--- config.mk ---
export PLATFORM = sky130hd
export DESIGN_NAME = srio_pkt_router
export DESIGN_NICKNAME = d
export VERILOG_FILES = /design/src/rtl/srio_pkt_router.sv
export SDC_FILE = /design/constraint.sdc
export NUM_CORES = 1
export LEC_CHECK = 0
export ABC_AREA = 1
export CORE_MARGIN = 5
export CORE_UTILIZATION = 50
export CTS_CLUSTER_SIZE = 14
export DETAILED_ROUTE_END_ITERATION = 16
export PLACE_DENSITY = 0.93
export SETUP_SLACK_MARGIN = 0.1
export SLEW_MARGIN = 25
export SYNTH_ARGS = -nofsm -noshare
export SYNTH_HDL_FRONTEND = slang
export SYNTH_SLANG_ARGS = --single-unit
--- constraint.sdc ---
create_clock -name AXIS_ACLK -period 3.74 [get_ports AXIS_ACLK]
set_input_delay 0.748 -clock AXIS_ACLK [delete_from_list [all_inputs] [get_ports AXIS_ACLK]]
set_output_delay 0.748 -clock AXIS_ACLK [all_outputs]
set_load 0.1 [all_outputs]
--- src/rtl/srio_pkt_router.sv ---
`default_nettype none
// ============================================================================
// Module   : srio_pkt_router
// Purpose  : Routes SRIO packets by header FTYPE to a TDEST or drops them.
// Revision : 1.0
// ============================================================================
module srio_pkt_router #(
    parameter int DATA_WIDTH = 64,
    parameter int USER_WIDTH = 32,
    parameter int DEST_WIDTH = 2,
    parameter int FTYPE_LSB  = 52
) (
    input  logic                     AXIS_ACLK,
    input  logic                     AXIS_ARESET,
    input  logic                     S_AXIS_TVALID,
    output logic                     S_AXIS_TREADY,
    input  logic [DATA_WIDTH-1:0]    S_AXIS_TDATA,
    input  logic                     S_AXIS_TLAST,
    input  logic [USER_WIDTH-1:0]    S_AXIS_TUSER,
    output logic                     M_AXIS_TVALID,
    input  logic                     M_AXIS_TREADY,
    output logic [DATA_WIDTH-1:0]    M_AXIS_TDATA,
    output logic                     M_AXIS_TLAST,
    output logic [USER_WIDTH-1:0]    M_AXIS_TUSER,
    output logic [DEST_WIDTH-1:0]    M_AXIS_TDEST,
    input  logic [16*DEST_WIDTH-1:0] ROUTE_TABLE,
    input  logic [15:0]              ROUTE_EN,
    output logic [31:0]              FWD_CNT,
    output logic [15:0]              DROP_CNT
);

    localparam int c_EW = DATA_WIDTH + USER_WIDTH + DEST_WIDTH + 1;

    localparam logic [1:0] S_HDR  = 2'd0;
    localparam logic [1:0] S_FWD  = 2'd1;
    localparam logic [1:0] S_DROP = 2'd2;

    logic [1:0]            r_state;
    logic [1:0]            w_state_nxt;
    logic [1:0]            r_count;
    logic [1:0]            w_count_nxt;
    logic                  r_s_tready;
    logic [c_EW-1:0]       r_head;
    logic [c_EW-1:0]       r_skid;
    logic [c_EW-1:0]       w_beat;
    logic [DEST_WIDTH-1:0] r_dest;
    logic [DEST_WIDTH-1:0] w_dest;
    logic                  r_drop;
    logic                  w_drop;
    logic [3:0]            w_ftype;
    logic                  w_hdr;
    logic                  w_s_xfer;
    logic                  w_m_xfer;
    logic                  w_push;
    logic [31:0]           r_fwd_cnt;
    logic [15:0]           r_drop_cnt;

    assign w_ftype  = S_AXIS_TDATA[FTYPE_LSB +: 4];
    assign w_hdr    = (r_state == S_HDR);
    assign w_s_xfer = S_AXIS_TVALID & r_s_tready;
    assign w_m_xfer = (r_count != 2'd0) & M_AXIS_TREADY;
    assign w_push   = w_s_xfer & ~w_drop;
    assign w_beat   = {S_AXIS_TLAST, S_AXIS_TUSER, w_dest, S_AXIS_TDATA};

    // Routing decision is live only on the header; body beats reuse the latched copy.
    always_comb begin
        w_dest = r_dest;
        w_drop = r_drop;
        if (w_hdr) begin
            w_dest = ROUTE_TABLE[w_ftype*DEST_WIDTH +: DEST_WIDTH];
            w_drop = ~ROUTE_EN[w_ftype];
        end
    end

    always_comb begin
        w_state_nxt = r_state;
        if (w_s_xfer) begin
            case (r_state)
                S_HDR:   if (!S_AXIS_TLAST) w_state_nxt = w_drop ? S_DROP : S_FWD;
                S_FWD,
                S_DROP:  if (S_AXIS_TLAST) w_state_nxt = S_HDR;
                default: w_state_nxt = S_HDR;
            endcase
        end else if (r_state == 2'd3) begin
            w_state_nxt = S_HDR;
        end
    end

    always_comb begin
        w_count_nxt = r_count;
        case ({w_push, w_m_xfer})
            2'b10:   w_count_nxt = r_count + 2'd1;
            2'b01:   w_count_nxt = r_count - 2'd1;
            default: w_count_nxt = r_count;
        endcase
    end

    always_ff @(posedge AXIS_ACLK) begin
        if (AXIS_ARESET) begin
            r_state    <= S_HDR;
            r_count    <= 2'd0;
            r_s_tready <= 1'b0;
            r_head     <= '0;
            r_skid     <= '0;
            r_dest     <= '0;
            r_drop     <= 1'b0;
            r_fwd_cnt  <= 32'd0;
            r_drop_cnt <= 16'd0;
        end else begin
            r_state    <= w_state_nxt;
            r_count    <= w_count_nxt;
            r_s_tready <= (w_count_nxt < 2'd2);
            if (w_s_xfer && w_hdr) begin
                r_dest <= w_dest;
                r_drop <= w_drop;
            end
            // Pushes only occur with occupancy below two since TREADY tracks it.
            if (w_push && (r_count == 2'd0 || (r_count == 2'd1 && w_m_xfer))) begin
                r_head <= w_beat;
            end else if (w_m_xfer && r_count == 2'd2) begin
                r_head <= r_skid;
            end
            if (w_push && r_count == 2'd1 && !w_m_xfer) begin
                r_skid <= w_beat;
            end
            if (w_m_xfer && M_AXIS_TLAST) begin
                r_fwd_cnt <= r_fwd_cnt + 32'd1;
            end
            if (w_s_xfer && w_hdr && w_drop && r_drop_cnt != 16'hFFFF) begin
                r_drop_cnt <= r_drop_cnt + 16'd1;
            end
        end
    end

    assign S_AXIS_TREADY = r_s_tready;
    assign M_AXIS_TVALID = (r_count != 2'd0);
    assign M_AXIS_TDATA  = r_head[DATA_WIDTH-1:0];
    assign M_AXIS_TDEST  = r_head[DATA_WIDTH +: DEST_WIDTH];
    assign M_AXIS_TUSER  = r_head[DATA_WIDTH+DEST_WIDTH +: USER_WIDTH];
    assign M_AXIS_TLAST  = r_head[c_EW-1];
    assign FWD_CNT       = r_fwd_cnt;
    assign DROP_CNT      = r_drop_cnt;

endmodule
`default_nettype wire

* Word level (Yosys, flattened, before mapping)
Index checks and enable logic that the tools add are counted.
Operators by class: add/sub/neg operators 4, multipliers 0, div/mod/pow operators 0, $lt $le $gt $ge 2, equality and inequality tests 10, shift-type cells 1, muxes and demuxes 13, bitwise gates (word level) 5, reduce and logical (&&, ||, !) cells 18
Operator list (number):
- 99-bit 2-to-1 mux | 2
- 32-bit by 1-bit adder with 32-bit output, second input constant | 1
- 32-bit by 6-bit indexed part select with 2-bit output | 1
- 16-bit by 1-bit adder with 16-bit output, second input constant | 1
- 16-bit inequality test, second input constant | 1
- 2-bit 2-to-1 mux | 6
- 1-bit logical AND | 9
- 2-bit equality test, second input constant | 4
- 2-bit one-hot mux with 2 select lines | 2
- 2-bit by 1-bit equality test with 1-bit output, second input constant | 3
- 3-bit inequality test, second input constant | 2
- 2-bit nonzero test | 3
- 4-bit by 5-bit < comparator with 1-bit output, second input constant | 1
- 1-bit binary-select mux with 4-bit select | 1
- 2-bit logical NOT | 2
- 1-bit AND | 3
- 3-bit AND reduction | 1
- 2-bit by 1-bit adder with 2-bit output, second input constant | 1
- 2-bit < comparator, second input constant | 1
- 1-bit 2-to-1 mux | 2
- 1-bit NOT | 2
- 2-bit OR reduction | 1
- 2-bit by 1-bit subtractor with 2-bit output, second input constant | 1
- 1-bit logical NOT | 1
- 1-bit logical OR | 1
Word-level totals: register bits 254, bits in latches 0, RAM bits 0, bits in read-only memories 0, input bits 149, output and inout port bits 149, logic and storage cells 62, memories kept 0

* Longest topological paths before layout
depth in word-level cells 9, depth in mapped cells 19

* Worst setup path before layout
Ideal clock, no wire load.
path type reg2reg, from register r_fwd_cnt[0], in the netlist FWD_CNT[0], to register r_fwd_cnt[22], in the netlist FWD_CNT[22], setup time 0.076 ns, arrival time 2.528 ns, path slack 1.136 ns, cell stages (with the launch flop) 10, buffers on the path 0, cells stage by stage dfxtp_1 -> ha_1 -> nand3_1 -> nor2_2 -> nand4_1 -> nor3_2 -> nand3_1 -> nor2_1 -> o21ai_0 -> a21oi_1
On the way: cells in the longest elaborated chain, start to end 1
Ends and longest elaborated chain:
- from (decl) | RTL line 55 | logic [31:0] r_fwd_cnt;
- from (signal assigned) | RTL line 127 | r_fwd_cnt <= r_fwd_cnt + 32'd1;
- 32-bit by 1-bit adder with 32-bit output | RTL line 127
Every way passes these cells. A chain may end at the register's enable or synchronous reset.

* Final worst setup path
from register r_fwd_cnt[3], in the netlist FWD_CNT[3], to output FWD_CNT[3]
RTL lines:
- to (decl) | RTL line 28 | output logic [31:0] FWD_CNT,
No word-level cell between the ends.

==> impl_metrics.env <==
export IMPL_cts_max_level=1
export IMPL_path_cells="clkdlybuf4s50_1"
export IMPL_grt_met3_usage=0.0495
export IMPL_synth_cell_type_count=40
export IMPL_fp_dieArea_mm2=0.0263
export IMPL_yosysMostFrequentCell="nand2_1"
export IMPL_drt_iter0_drc=1240
export IMPL_ant_nets=0
export IMPL_hold_path_class="flop to flop"
export IMPL_critPathRequiredTime_ns=2.99
export IMPL_postCtsSetupBuffers=0
export IMPL_hold_viol=0
export IMPL_finalMaxSlewViolations=0
export IMPL_clock_sinks=254
export IMPL_crit_path_max_fanout=7
export IMPL_die_width_um=162
export IMPL_ys_warn_count=0
export IMPL_post_route_drc_count=0
export IMPL_maxCapViolations=0
export IMPL_fp_row_count=55
export IMPL_async_flop_share=0
export IMPL_worst_setup_path_end_kind="output pin"
export IMPL_grt_pass1_wl_um=56400
export IMPL_fin_ws_ns=0.765
export IMPL_dp_hpwl_um=23400
export IMPL_skew_ns=0.00980
export IMPL_start_util=0.511
export IMPL_groute_usage_overall=0.252
export IMPL_status="completed"
export IMPL_criticalPathCategory="flop to output pin"
export IMPL_ys_seq_elements=254
export IMPL_first_pass_iters=7
export IMPL_hold_slack_ns=0.453
export IMPL_synth_edf_count=0
export IMPL_cts_buffer_depth=3
export IMPL_p_per_area_mw_per_mm2=557
export IMPL_arrival_ns=2.23
export IMPL_grt_pass1_vias=11700
export IMPL_wl_um=35300
export IMPL_p_leak_uw=0.00614
export IMPL_ys_top_cells_by_count="nand2_1, dfxtp_1, nor2_1, nand3_1, a21oi_1"
export IMPL_fp_dieH_um=162
export IMPL_finalNetCount=2106
export IMPL_via_count=12400
export IMPL_post_place_ws_ns=0.440
export IMPL_grt_max_degree=118
export IMPL_antennaDiodeCount=0
export IMPL_critPathTopFamily="buffers and inverters"
export IMPL_max_slew_margin=0.272
export IMPL_timing_setup_tns_ns=0
export IMPL_synth_seq_area_share=0.439
export IMPL_crit_slowest_cell="clkdlybuf4s50_1"
export IMPL_syn_nets=1868
export IMPL_num_io_pins=298
export IMPL_yosysTopAreaCellShare=0.439
export IMPL_syn_inst=1710
export IMPL_worst_slew_pin_slew_ns=1.09
export IMPL_antenna_found_initial=0
export IMPL_min_period_ns=2.97
export IMPL_avgSynthCellArea_um2=6.78
export IMPL_clk_pin_slew_ns=0.06
export IMPL_drive_above_1_share=0.0477
export IMPL_grt_setup_unrepaired="no"
export IMPL_clk_latency_ns=0.53
export IMPL_timing_final_crit_share=0.795
export IMPL_grt_util_met2=0.432
export IMPL_post_drt_via_cell_ratio=5.48
export IMPL_hold_buffers=0
export IMPL_multiInputGateArea_mm2=0.00557
export IMPL_post_drt_wl_per_cell_um=15.7
export IMPL_fmax_mhz=336
export IMPL_synth_main_ff_cell="dfxtp_1"
export IMPL_grtUsageMet1=0.317
export IMPL_grt_overflow=0
export IMPL_critPathLaunchType="flop"
export IMPL_cts_root_buf="clkbuf_16"
export IMPL_gp_congestion=0.927
export IMPL_cpPeakStageDelay_ns=1.20
export IMPL_setup_violations=0
export IMPL_synthTopCellsByArea="dfxtp_1, nand2_1, nand3_1"
export IMPL_area_sequential_mm2=0.00508
export IMPL_nFillCells=1775
export IMPL_core_mm2=0.0227
export IMPL_cts_tree="yes"
export IMPL_synth_area_mm2=0.0116
export IMPL_port_buffers=297
export IMPL_worst_path_buf_inv=1
export IMPL_busiest_layer="met2"
export IMPL_vdd_ir_drop_worst_mv=0.412
export IMPL_cts_buffers_inserted=27
export IMPL_cts_resized=0
export IMPL_synth_area_leader_cell="dfxtp_1"
export IMPL_synthToLayoutAreaGrowth_pct=34.4
## kinds of logic after synthesis
kind of cell	synth area share
adder cells (fa/ha/maj)	0.00971
XOR/XNOR	0.00604
AND/OR/NAND/NOR	0.361
flip-flops	0.439
buffers and inverters	0.0822
AO/OA/AOI/OAI	0.102
## flip-flops by register name, summed over array words and instances, names as in the netlist, named ones only
| signal | count |
|---|---|
| DROP_CNT | 16 |
| r_head | 99 |
| r_state | 2 |
| r_drop | 1 |
| r_dest | 2 |
| r_count | 1 |
| S_AXIS_TREADY | 1 |
| r_skid | 99 |
| FWD_CNT | 32 |
## power by group
group,switching [µW],internal [µW]
sequential,125,2910
clock,1110,1690
combinational,2100,748
total,3330,5340
## worst register-to-register path, delay by kind of cell, from the launching register on
family | cells | cell delay [ns]
adder cells (fa/ha/maj) | 1 | 0.25
AND/OR/NAND/NOR | 7 | 1.37
flip-flops | 1 | 0.36
AO/OA/AOI/OAI | 2 | 0.22
buffers and inverters | 2 | 0.28
## metrics by stage
stage          utilization  area, µm²  total power (µW)  std cells
3_5_place_dp         0.645      14700              5920       2204
6_report             0.686      15600              8670       2254
5_1_grt              0.686      15600              8980       2254
3_3_place_gp         0.645      14700              5870       2204
4_1_cts              0.686      15600              8700       2254
2_1_floorplan            -      11600              5160       1710
## layout make-up
cell class | count | share of cell area
inverters | 121 | 0.0295
flip-flops and latches | 254 | 0.326
multi-input cells | 1229 | 0.357
repair buffers | 315 | 0.204
clock inverters | 13 | 0.0112
well taps | 285 | 0.0229
clock buffers | 37 | 0.0483
## worst paths after layout
check	from	end	slack [ns]	depth (start not counted)
setup reg to reg	r_count[0]$_SDFFE_PP0P_	FWD_CNT[30]$_SDFFE_PP0P_	1.14	12
hold / removal	r_skid[12]$_SDFFE_PP0P_	r_skid[12]$_SDFFE_PP0P_	0.45	2
setup / recovery	FWD_CNT[3]$_SDFFE_PP0P_	FWD_CNT[3]	0.77	1
hold reg to reg	r_skid[12]$_SDFFE_PP0P_	r_skid[12]$_SDFFE_PP0P_	0.45	2
## metal layers
| metal | wire, µm | vias to the layer above |
|---|---|---|
| li1 | - | 5970 |
| met1 | 14200 | 5688 |
| met2 | 17000 | 607 |
| met3 | 2980 | 91 |
| met4 | 1130 | 0 |
| met5 | 0 | - |
## layout by cell type (no fill, tap or decap), types with 4 or more instances in the layout
master / instances
nand2_1: 471
clkdlybuf4s50_1: 293
dfxtp_1: 254
nor2_1: 242
nand3_1: 209
a21oi_1: 138
inv_1: 113
o21ai_0: 53
nor3_1: 28
clkbuf_16: 27
o211ai_1: 22
buf_4: 15
nand4_1: 12
ha_1: 9
buf_12: 7
inv_2: 6
xor2_1: 6
clkinv_2: 6
clkbuf_1: 6
nor3b_1: 5
nor2_4: 4
clkbuf_8: 4
bufinv_16: 4
No activity file was read; power rests on OpenSTA's default activity.
